### config.mk
export PLATFORM = sky130hd
export DESIGN_NAME = pixel_fetch_dma
export DESIGN_NICKNAME = d
export VERILOG_FILES = /design/src/rtl/pixel_fetch_dma.sv
export SDC_FILE = /design/constraint.sdc
export NUM_CORES = 1
export LEC_CHECK = 0
export ABC_CLOCK_PERIOD_IN_PS = 4930
export BUFFER_PORTS_ARGS = -buffer_cell sky130_fd_sc_hd__buf_2
export CORE_MARGIN = 10
export CORE_UTILIZATION = 42
export DETAILED_ROUTE_END_ITERATION = 16
export MAX_ROUTING_LAYER = met4
export PLACE_DENSITY_LB_ADDON = 0.25
export SLEW_MARGIN = 20
export SYNTH_ARGS = -nofsm -noshare
export SYNTH_HDL_FRONTEND = slang
export SYNTH_SLANG_ARGS = --single-unit
### constraint.sdc
create_clock -name clk -period 4.93 [get_ports clk]
set_input_delay 0.493 -clock clk [delete_from_list [all_inputs] [get_ports clk]]
set_output_delay 0.493 -clock clk [all_outputs]
set_load 0.005 [all_outputs]
### src/rtl/pixel_fetch_dma.sv
// Avalon-MM pixel fetch DMA: CSR-programmed burst of pipelined reads into a show-ahead FIFO.
// Optional stall counter at CSR 3 is built when PIXEL_FETCH_STALLCNT_EN is defined.
module pixel_fetch_dma #(
  parameter int unsigned FIFO_DEPTH = 8,
  parameter int unsigned ADDR_W     = 32,
  parameter int unsigned CNT_W      = 16
) (
  input  logic              clk,
  input  logic              reset,
  input  logic [1:0]        csr_address,
  input  logic              csr_read,
  input  logic              csr_write,
  input  logic [31:0]       csr_writedata,
  output logic [31:0]       csr_readdata,
  output logic [ADDR_W-1:0] m_address,
  output logic              m_read,
  input  logic              m_waitrequest,
  input  logic [31:0]       m_readdata,
  input  logic              m_readdatavalid,
  output logic [31:0]       out_data,
  output logic              out_valid,
  input  logic              out_ready
);

  localparam int unsigned PtrW  = $clog2(FIFO_DEPTH);
  localparam int unsigned FillW = PtrW + 1;
  localparam int unsigned SumW  = PtrW + 2;

  typedef enum logic [1:0] {StIdle, StFetch, StFlush} state_e;

  state_e            r_state;
  state_e            w_state_next;
  logic [31:0]       r_src;
  logic [CNT_W-1:0]  r_count;
  logic              r_done;
  logic [ADDR_W-1:0] r_issue_ptr;
  logic [CNT_W-1:0]  r_job_count;
  logic [CNT_W-1:0]  r_issued;
  logic [FillW-1:0]  r_outstanding;
  logic [FillW-1:0]  r_fifo_count;
  logic [PtrW-1:0]   r_wr_ptr;
  logic [PtrW-1:0]   r_rd_ptr;
  logic [31:0]       r_mem [FIFO_DEPTH];

  logic              w_busy;
  logic              w_start;
  logic              w_accept;
  logic              w_push;
  logic              w_pop;
  logic              w_fifo_empty;
  logic              w_credit;
  logic              w_last_issue;
  logic              w_job_end;
  logic [CNT_W-1:0]  w_issued_next;
  logic [31:0]       w_stalls;

  assign w_busy        = (r_state != StIdle);
  assign w_start       = csr_write && (csr_address == 2'd2) && csr_writedata[0] && !w_busy;
  assign w_fifo_empty  = (r_fifo_count == '0);
  // Credit: entries held plus reads in flight never exceed the FIFO size.
  assign w_credit      = ({1'b0, r_fifo_count} + {1'b0, r_outstanding}) < SumW'(FIFO_DEPTH);
  assign w_accept      = m_read && !m_waitrequest;
  assign w_push        = m_readdatavalid && (r_outstanding != '0);
  assign w_pop         = out_valid && out_ready;
  assign w_issued_next = r_issued + CNT_W'(1);
  assign w_last_issue  = w_accept && (w_issued_next == r_job_count);
  assign w_job_end     = (r_state == StFlush) && (r_outstanding == '0) && w_fifo_empty;

  always_ff @(posedge clk) begin
    if (reset) r_state <= StIdle;
    else       r_state <= w_state_next;
  end

  always_comb begin
    w_state_next = r_state;
    unique case (r_state)
      StIdle:  if (w_start) w_state_next = (r_count == '0) ? StFlush : StFetch;
      StFetch: if (w_last_issue) w_state_next = StFlush;
      StFlush: if (w_job_end) w_state_next = StIdle;
      default: w_state_next = StIdle;
    endcase
  end

  always_comb begin
    m_read    = (r_state == StFetch) && (r_issued < r_job_count) && w_credit;
    m_address = r_issue_ptr;
    out_valid = !w_fifo_empty;
    out_data  = w_fifo_empty ? '0 : r_mem[r_rd_ptr];
  end

  always_ff @(posedge clk) begin
    if (reset) begin
      r_src   <= '0;
      r_count <= '0;
    end else if (csr_write) begin
      case (csr_address)
        2'd0:    r_src   <= csr_writedata & ~32'h3;
        2'd1:    r_count <= csr_writedata[CNT_W-1:0];
        default: ;
      endcase
    end
  end

  // Job parameters are latched at start so CSR writes mid-job do not disturb it.
  always_ff @(posedge clk) begin
    if (reset) begin
      r_issue_ptr <= '0;
      r_job_count <= '0;
      r_issued    <= '0;
      r_done      <= 1'b0;
    end else begin
      if (w_start) begin
        r_issue_ptr <= ADDR_W'(r_src);
        r_job_count <= r_count;
        r_issued    <= '0;
        r_done      <= 1'b0;
      end else if (w_accept) begin
        r_issue_ptr <= r_issue_ptr + ADDR_W'(4);
        r_issued    <= w_issued_next;
      end
      if (w_job_end) r_done <= 1'b1;
    end
  end

  always_ff @(posedge clk) begin
    if (reset) begin
      r_outstanding <= '0;
      r_fifo_count  <= '0;
      r_wr_ptr      <= '0;
      r_rd_ptr      <= '0;
    end else begin
      case ({w_accept, w_push})
        2'b10:   r_outstanding <= r_outstanding + FillW'(1);
        2'b01:   r_outstanding <= r_outstanding - FillW'(1);
        default: ;
      endcase
      case ({w_push, w_pop})
        2'b10:   r_fifo_count <= r_fifo_count + FillW'(1);
        2'b01:   r_fifo_count <= r_fifo_count - FillW'(1);
        default: ;
      endcase
      if (w_push) r_wr_ptr <= r_wr_ptr + PtrW'(1);
      if (w_pop)  r_rd_ptr <= r_rd_ptr + PtrW'(1);
    end
  end

  always_ff @(posedge clk) begin
    if (!reset && w_push) r_mem[r_wr_ptr] <= m_readdata;
  end

`ifdef PIXEL_FETCH_STALLCNT_EN
  logic [31:0] r_stalls;

  always_ff @(posedge clk) begin
    if (reset) begin
      r_stalls <= '0;
    end else if (w_start) begin
      r_stalls <= '0;
    end else if (w_busy && out_valid && !out_ready && (r_stalls != '1)) begin
      r_stalls <= r_stalls + 32'd1;
    end
  end

  assign w_stalls = r_stalls;
`else
  assign w_stalls = '0;
`endif

  always_comb begin
    csr_readdata = '0;
    if (csr_read) begin
      case (csr_address)
        2'd0:    csr_readdata = r_src;
        2'd1:    csr_readdata = 32'(r_count);
        2'd2:    csr_readdata = {30'b0, r_done, w_busy};
        default: csr_readdata = w_stalls;
      endcase
    end
  end

  a_no_overflow: assert property (@(posedge clk) disable iff (reset)
    !(w_push && (r_fifo_count == FillW'(FIFO_DEPTH))));

endmodule

==> results of run 1 <==
## flip-flops by register name (all words and copies together), names as in the netlist, named ones only
name,flops
r_mem,256
m_address,30
r_src,30
r_count,16
r_issued,16
r_job_count,16
r_fifo_count,4
r_outstanding,4
r_rd_ptr,3
r_wr_ptr,3
r_state,2
r_done,1
## layer usage
layer | up-vias | part of all wire [%] | global-route usage (%)
li1 | 5166 | - | -
met1 | 5406 | 44 | 22.6
met2 | 270 | 48 | 28.1
met3 | 53 | 5.4 | 3.19
met4 | 0 | 1.9 | 5.22
met5 | - | 0 | -
## where the power goes
part           total, mW  switching (mW)  leakage (nW)  internal (mW)
clock network       3.00            1.26         0.641           1.74
registers           3.47          0.0203          3.34           3.44
logic              0.174           0.117          2.66         0.0574
total               6.64            1.40          6.63           5.24
## worst max-delay path, delay by kind of cell (launching register included)
kind / cells / cell delay (ps)
AND/OR/NAND/NOR: 5 / 1130
buffers and inverters: 3 / 370
adder cells (fa/ha/maj): 3 / 860
flip-flops: 1 / 410
XOR/XNOR: 1 / 90
AO/OA/AOI/OAI: 4 / 640
## path summary, 6_finish.rpt
path | end | slack [ps] | startpoint
worst max-delay path | r_outstanding[3] | 1380 | r_job_count[14]
worst min register to register | r_src[18] | 470 | r_src[18]
worst min-delay path | r_src[27] | 170 | csr_writedata[27]
worst max register to register | r_outstanding[3] | 1380 | r_job_count[14]
## cell type report
type	count	area share, %
Clock inverter	19	1.01
Timing Repair Buffer	196	5.43
Antenna cell	5	0.0644
Inverter	32	0.619
Clock buffer	57	5.86
Tap cell	518	3.34
Multi-Input combinational cell	809	30.9
Sequential cell	384	52.8
## cells by family after synthesis
family                   Yosys count
AND/OR/NAND/NOR                  435
flip-flops                       384
AO/OA/AOI/OAI                    174
multiplexers                     114
buffers and inverters            109
XOR/XNOR                          53
adder cells (fa/ha/maj)           31
other                              1
## cells in the final DEF, fill, tap and decap left out, drive strengths merged, types with 18 or more instances in the layout
| master | synthesis | routed |
|---|---|---|
| mux4 | 64 | 64 |
| dfxtp | 128 | 128 |
| edfxtp | 256 | 256 |
| nand2 | 170 | 170 |
| inv | 32 | 33 |
| mux2i | 49 | 49 |
| buf | 21 | 196 |
| xnor2 | 37 | 37 |
| nor3 | 18 | 18 |
| nor4 | 22 | 22 |
| ha | 29 | 29 |
| clkbuf | 56 | 57 |
| nand3 | 23 | 23 |
| nor2 | 107 | 107 |
| a21oi | 98 | 98 |
| nand4 | 21 | 21 |
| and2 | 21 | 21 |
==> summary.txt, run 1 <==
Outcome: complete, no violations
Detailed-route wire length: 41200 um
Final core utilization: 49.9%
Main synth FF type: edfxtp_1
Most frequent cell after synthesis: edfxtp_1
Hold WC Path Type: primary input to flip-flop
Seq/Total Area, Yosys: 61.7%
Place WS: 1360 ps
Vias in the first global route: 11034
Final period util: 72.0%
Crit-path cells: inv_1 > ha_1 > and3_1 > o21ai_0 > nand4_1 > or2_1 > nor2_2 > buf_4 > inv_2 > ha_1 > ha_1 > a21o_1 > a21oi_1 > xnor2_1 > or3_1 > a21oi_1
P&R area growth vs syn: 16.9%
Asr flop ratio synth: 0%
Critical Path Sink Type: flip-flop
Mean post-synth cell area: 12.8 um2
Cts hold-fix bufs: 0
Worst VDD drop: 0.321 mV
Initial Util: 42.7%
Area contributors post-synth: edfxtp_1 (46%), dfxtp_1 (15%), mux4_2 (8.7%)
Antenna-violating nets left: 0
First-pass GRT wire length: 64300 um
Mapped Area: 0.0166 mm2
Detailed Route Iter0 Violations: 882
Die area: 0.0479 mm2
Syn Inst Count: 1301
Number of iterations in the first detailed-routing pass: 5
Critical path arrival: 4030 ps
Commonest cells in the netlist: edfxtp_1 (256), nand2_1 (170), dfxtp_1 (128), nor2_1 (106), a21oi_1 (98)
Final setup margin: 1380 ps
Main combinational cell family by area after synthesis: simple AND/OR/NAND/NOR gates
CP Launch Type: flip-flop
Via/cell ratio: 5.39
Clock transition at path regs: 60 ps
Overall Global Routing Usage: 17.6%
Post-synthesis mux area share: 11.7%
Wire per inst: 20.4 um
Port Buffers: 168
Slew HR: 37.3%
DRC viols: 0
Final min period: 3550 ps
Clk buf depth: 3
Final hold viol count: 0
Placed cells: 1939
CTS Root Cell: clkbuf_16
Sequential cell area: 0.0103 mm2
CP required: 5410 ps
Compound-Gate Fraction of Synth Area: 6.40%
Post-Synth XOR/XNOR Area: 2.80%
Simple-gate share of the synthesized area: 12.4%
Clock Sinks: 384
R2R cell count: 16
Yosys warns: 0
Die height: 219 um
Row cnt: 72
Final net count: 1568
Worst Tran Pin Value: 932 ps
Largest area contributor in the netlist: edfxtp_1
Number of max-cap violations: 0
Pwr Total: 6.64 mW
Die W: 219 um
Worst hold margin: 166 ps
Vias: 10895
Final Max Slew Viols: 0
CORE AREA: 0.0389 mm2
TritonCTS clock tree: done
Initial antenna violation count: 5
Placed inst area: 0.0181 mm2
Post-CTS Resized: 0
I/O pin count: 171
Post-CTS setup buffers: 0
Pwr dens: 342 mW/mm2
Yosys reg bits: 384
Clock skew: 29.4 ps
Number of synthesized flops with an enable pin: 256
Synth top area share: 46.3%
Dpl hpwl: 26900 um
Area of the multi-input gates: 0.00599 mm2
CP most frequent cell: ha_1
Unrepaired setup endpoints after global routing: no
Routability congestion estimate: 0.833
Distinct cell type count after synthesis: 65
Layout cell share with drive strength beyond 1: 23.0%
Critical-path top delay cell: dfxtp_1
Fmax: 282 MHz
Post-Synth Adder-Cell Area: 2.43%
CP Max Fanout: 10
Number of buffers created by CTS: 41
Leakage: 6.63 nW
Largest net degree at the start of global routing: 66
Setup CP Type: flip-flop to flip-flop
Total grt overflow: 0
Number of H-tree levels: 2
Setup_tns: 0 ps
Skew-Pair Late Insertion Delay: 570 ps
CP peak stage delay: 410 ps
Fillers: 3445
Non-Filler Instances: 2020
Setup-failing EPs final: 0
Hold Path Stages: 3
Post-route cell area: 0.0194 mm2
(Power assumes the default switching activity.)
==> run 2: changes to the inputs <==
ABC_CLOCK_PERIOD_IN_PS = 3000   (was 4930)
clock period = 3 ns   (was 4.93 ns; I/O delays follow)
==> run 2 against run 1 <==
  * Sequential share of layout area decreased by 2.4 points
  * Sequential power rose by 64%
  * Core utilization rose by 2.4 points
  * Non-clock buffer count rose by 83
  * Sequential cell count is the same
  * Design area increased by 4.9%
  * Global-route usage grew 0.95 points
  * Power rose by 64%
  * Maximum frequency rose by 23%
  * Largest power group unchanged
==> summary.txt, run 2 (synthesis results as in run 1) <==
Met2 wire length: 21700 um
Sequential power share: 52.3%
Final Max Slew Viols: 0
Clock skew: 13.5 ps
Setup-failing EPs final: 0
Die height: 219 um
Setup CP Type: flip-flop to flip-flop
CP required: 3500 ps
Place WS: 30.4 ps
Critical Path Sink Type: flip-flop
Row cnt: 72
Commonest cells after routing, fill and taps aside: edfxtp_1 (256), nand2_1 (170), buf_2 (167), dfxtp_1 (115), nor2_1 (102)
Power Internal: 8.57 mW
Top layer in use: met4
Number of buffers created by CTS: 41
Total grt overflow: 0
Hold Path Stages: 1
Pwr dens: 535 mW/mm2
CP peak stage delay: 390 ps
CP most frequent cell: ha_4
First-pass GRT wire length: 67500 um
Critical path arrival: 3390 ps
CTS Root Cell: clkbuf_16
NetSw: 2.32 mW
Unrepaired setup endpoints after global routing: yes
Final period util: 96.4%
Final net count: 1651
Port Buffers: 168
Skew-Pair Late Insertion Delay: 560 ps
Vias: 11385
Number of H-tree levels: 2
Setup_tns: 0 ps
Via/cell ratio: 5.42
Sink of the worst hold path: r_mem[7][10]
Layout cell share with drive strength beyond 1: 25.5%
Final min period: 2890 ps
DRC viols: 0
Vias in the first global route: 11594
Clk buf depth: 3
Reg-to-reg startpoint: r_job_count[1]
Detailed-route wire length: 43700 um
Biggest register: r_mem
Routability congestion estimate: 0.870
Fmax: 346 MHz
CP Launch Type: flip-flop
Wire per inst: 20.8 um
Die W: 219 um
Number of iterations in the first detailed-routing pass: 5
Initial antenna violation count: 5
Number of max-cap violations: 0
Outcome: complete, no violations
Switching Fraction: 21.3%
Slew HR: 35.9%
RR Endpoint: r_outstanding[3]
TritonCTS clock tree: done
Met1 wire length: 19200 um
Worst R2R Setup Slack: 110 ps
R2R cell count: 15
Worst VDD drop: 0.528 mV
Clock power share: 44.4%
P&R area growth vs syn: 22.6%
CORE AREA: 0.0389 mm2
Overall Global Routing Usage: 18.6%
Dpl hpwl: 27900 um
Min-delay src: m_readdata[10]
Antenna-violating nets left: 0
Met3 WL: 1810 um
Comb pwr share: 3.4%
I/O pin count: 171
Detailed Route Iter0 Violations: 854
Fillers: 3334
Max reg flops: 256
Largest net degree at the start of global routing: 83
Worst Tran Pin Value: 958 ps
Clock transition at path regs: 60 ps
Initial Util: 42.7%
Clock Sinks: 384
Final setup margin: 109 ps
CP Max Fanout: 3
Crit-path cells: inv_2 > ha_4 > nor2b_4 > o211ai_1 > a21o_1 > a221oi_4 > nor2_4 > inv_4 > ha_4 > ha_4 > a21o_1 > a21oi_2 > xnor2_1 > or3_1 > a21oi_2
Hold WC Path Type: primary input to flip-flop
Critical-path top delay cell: or3_1
Die area: 0.0479 mm2
Final hold viol count: 0
Leakage: 7.04 nW
Most common cell after layout, fill and taps aside: edfxtp_1
==> run 2: routing by layer <==
layer | up-vias | global-route usage (%)
li1 | 5331 | -
met1 | 5748 | 23.4
met2 | 246 | 30.3
met3 | 60 | 2.89
met4 | 0 | 5.95
met5 | - | -
==> run 2: power by group through the flow <==
stage                     Sequential (mW)  Clock [mW]  Combinational, mW
after floorplan                      5.80           0              0.138
after global placement               5.80           0              0.298
after detailed placement             5.81           0              0.304
after CTS                            5.69        4.93              0.361
after global routing                 5.69        5.14              0.399
final                                5.69        4.83              0.366
==> run 2: how the worst max path moves through the flow <==
stage | from | to | depth (start not counted) | slack, ps
floorplan | r_outstanding[0] | r_mem[6][0] | 5 | -710
global placement | r_job_count[5] | r_outstanding[3] | 15 | 110
detailed placement | r_job_count[13] | r_outstanding[3] | 15 | 30
CTS | r_job_count[1] | m_read | 10 | -5
global route | r_job_count[9] | r_outstanding[3] | 15 | -40
finish | r_job_count[1] | r_outstanding[3] | 15 | 110
==> run 2: metrics by stage <==
step | total power, mW | instances | hold slack [ps] | instance area (um2) | utilization [%]
after CTS | 11.0 | 2094 | 0.0626 | 20200 | 51.9
after global routing | 11.2 | 2102 | 9.95 | 20400 | 52.3
after global placement | 6.10 | 1968 | 458 | 18400 | 47.3
final | 10.9 | 2102 | 22.1 | 20400 | 52.3
after detailed placement | 6.11 | 1968 | 464 | 18400 | 47.3
after floorplan | 5.94 | 1302 | 399 | 16700 | -
==> run 2: critical path: cells and delay by family, from the launching register on <==
kind / cells / cell delay, ps
flops: 1 / 340
buf+inv: 2 / 120
xor+xnor: 1 / 80
simple gates: 3 / 590
compound gates: 6 / 1100
fa+ha+maj: 3 / 590
==> run 2: timing repair <==
action	4_1_cts	5_1_grt
buffers inserted	1	4
gates resized for setup	1	28
pin swaps	0	15
hold endpoints to repair	175	0
hold buffers	50	0
gates cloned	0	0
setup endpoints to repair	1	6
==> run 2: final cells by class <==
cell class / count / area [um2] / share of cell area (%)
sequential: 384 / 10300 / 50.4
multi-input combinational: 809 / 6160 / 30.3
timing repair buffer: 279 / 1870 / 9.17
clock buffer: 54 / 1140 / 5.58
tap: 518 / 648 / 3.18
clock inverter: 21 / 149 / 0.731
inverter: 32 / 123 / 0.602
antenna: 5 / 12.5 / 0.0614
==> run 3: changes to the inputs <==
ABC_AREA = 1   (was default)
HOLD_SLACK_MARGIN = 0.05   (was default)
SKIP_CTS_REPAIR_TIMING = 1   (was default)
==> run 3 against run 2 <==
  * Register-to-register slack improved by 230 ps
  * Die area is 1.9% higher
  * Maximum frequency is 6.9% higher
  * Largest cell class unchanged
  * Count of clock-buffer cells in the layout is 1 higher
  * Critical path depth is 8 lower
  * Combinational power rose to 10 times the previous value
  * Routed wire length increased by 2.6%
==> summary.txt, run 3 <==
Critical Path Sink Type: output port
CP required: 2700 ps
Mean post-synth cell area: 9.46 um2
CP Launch Type: flip-flop
Main synth FF type: edfxtp_1
CORE AREA: 0.0398 mm2
Worst hold margin: 37.3 ps
Final min period: 2700 ps
Reg-to-reg startpoint: r_job_count[7]
Pwr dens: 739 mW/mm2
Hold Path Stages: 3
Crit-path cells: inv_4 > buf_12 > o21ai_0 > o22ai_1 > o21ai_0 > a31oi_1 > buf_2
Setup-failing EPs final: 0
Min-delay src: csr_writedata[15]
Overall Global Routing Usage: 18.0%
CP most frequent cell: o21ai_0
Row cnt: 73
Pwr Total: 14.9 mW
Antenna-violating nets left: 0
RR Endpoint: r_outstanding[3]
Vias in the first global route: 12942
Final Max Slew Viols: 0
Area of the multi-input gates: 0.00599 mm2
TritonCTS clock tree: done
Most frequent cell after synthesis: nor2_1
Die W: 221 um
Leakage: 7.39 nW
DRC viols: 0
Commonest cells after routing, fill and taps aside: nor2_1 (303), nand2_1 (281), edfxtp_1 (256), o21ai_0 (237), buf_2 (168)
Unrepaired setup endpoints after global routing: no
Asr flop ratio synth: 0%
Fmax: 370 MHz
Routability congestion estimate: 0.882
Port Buffers: 168
Mapped Area: 0.0170 mm2
Detailed Route Iter0 Violations: 1065
Worst R2R Setup Slack: 340 ps
Clock transition at path regs: 60 ps
Yosys reg bits: 384
Most common cell after layout, fill and taps aside: nor2_1
Outcome: complete, no violations
Vias: 13378
Detailed-route wire length: 44800 um
Final hold viol count: 0
Final period util: 90.2%
I/O pin count: 171
Number of iterations in the first detailed-routing pass: 5
Initial Util: 42.6%
CP Max Fanout: 48
Clock Sinks: 384
Commonest cells in the netlist: nor2_1 (308), nand2_1 (281), edfxtp_1 (256), o21ai_0 (237), dfxtp_1 (128)
Dpl hpwl: 28400 um
Clock skew: 14.9 ps
CP peak stage delay: 440 ps
Via/cell ratio: 5.28
Max reg flops: 256
Number of max-cap violations: 0
Number of synthesized flops with an enable pin: 256
Total grt overflow: 0
Area contributors post-synth: edfxtp_1 (45%), dfxtp_1 (15%), o21ai_0 (7.0%)
Syn Inst Count: 1793
Largest net degree at the start of global routing: 71
Hold WC Path Type: primary input to flip-flop
Place WS: 273 ps
Critical path arrival: 2400 ps
Setup CP Type: flip-flop to output port
Die area: 0.0488 mm2
Distinct cell type count after synthesis: 41
P&R area growth vs syn: 18.6%
Sink of the worst hold path: r_src[15]
Worst Tran Pin Value: 723 ps
Worst VDD drop: 0.371 mV
Fillers: 3687
Largest area contributor in the netlist: edfxtp_1
First-pass GRT wire length: 70500 um
Slew HR: 51.7%
Synth top area share: 45.3%
Initial antenna violation count: 1
Yosys warns: 0
Biggest register: r_mem
Wire per inst: 17.7 um
Layout cell share with drive strength beyond 1: 14.7%
Seq/Total Area, Yosys: 60.4%
Number of H-tree levels: 2
Die height: 221 um
Sequential cell area: 0.0103 mm2
Final setup margin: 295 ps
Number of buffers created by CTS: 41
Clk buf depth: 3
R2R cell count: 17
CTS Root Cell: clkbuf_16
Final net count: 2083
Critical-path top delay cell: dfxtp_4
Skew-Pair Late Insertion Delay: 540 ps
[run 3: cell families (layout without fill, tap and decap cells)]
kind of cell	after synthesis	count (layout)	synth area share, %
xor+xnor	33	33	1.70
compound gates	430	430	13.5
other cells	1	3	0.0221
buf+inv	200	414	4.63
flops	384	384	60.4
fa+ha+maj	31	31	2.38
simple gates	714	714	17.3
[run 3: layer usage]
| metal | part of all wire [%] | vias up | track usage (%) |
|---|---|---|---|
| met4 | 1.9 | 0 | 4.51 |
| met1 | 44 | 6381 | 22.5 |
| met3 | 5.3 | 66 | 2.90 |
| li1 | - | 6577 | - |
| met2 | 48 | 354 | 29.8 |
| met5 | 0 | - | - |
[run 3: worst max path at each step]
stage,from,endpoint,slack [ps]
2_1_floorplan,r_outstanding[1],r_mem[6][0],-480
3_3_place_gp,r_issued[5],r_outstanding[3],380
3_5_place_dp,r_job_count[5],r_outstanding[3],270
4_1_cts,flip-flop,out_data[10],30
5_1_grt,r_job_count[1],r_outstanding[3],50
6_report,flip-flop,out_data[31],300
[run 3: critical path: cells and delay by family (launching register included)]
kind | cells | cell delay (ps)
AO/OA/AOI/OAI | 4 | 640
flip-flops | 1 | 440
buffers and inverters | 3 | 770
[run 3: stage by stage]
| stage | cells | utilization (%) | setup TNS [ps] | instance area (um2) |
|---|---|---|---|---|
| finish | 2534 | 50.5 | 0 | 20100 |
| global route | 2533 | 50.5 | 0 | 20100 |
| CTS | 2495 | 49.5 | 0 | 19700 |
| detailed placement | 2423 | 46.3 | 0 | 18400 |
| global placement | 2423 | 46.3 | 0 | 18400 |
| floorplan | 1794 | - | -60950 | 17000 |
[run 3: power by group]
group	internal, mW	leakage (nW)	total (mW)	switching (mW)
clock	2.79	0.631	4.84	2.05
combinational	1.35	3.41	3.79	2.43
sequential	5.98	3.35	6.24	0.258
total	10.1	7.39	14.9	4.74
[run 3: cell type report]
| cell class | count | share of cell area, % |
|---|---|---|
| Inverter | 103 | 1.94 |
| Tap cell | 525 | 3.27 |
| Clock inverter | 17 | 0.653 |
| Timing Repair Buffer | 239 | 7.61 |
| Sequential cell | 384 | 51.0 |
| Clock buffer | 55 | 5.72 |
| Multi-Input combinational cell | 1210 | 29.8 |
| Antenna cell | 1 | 0.0124 |
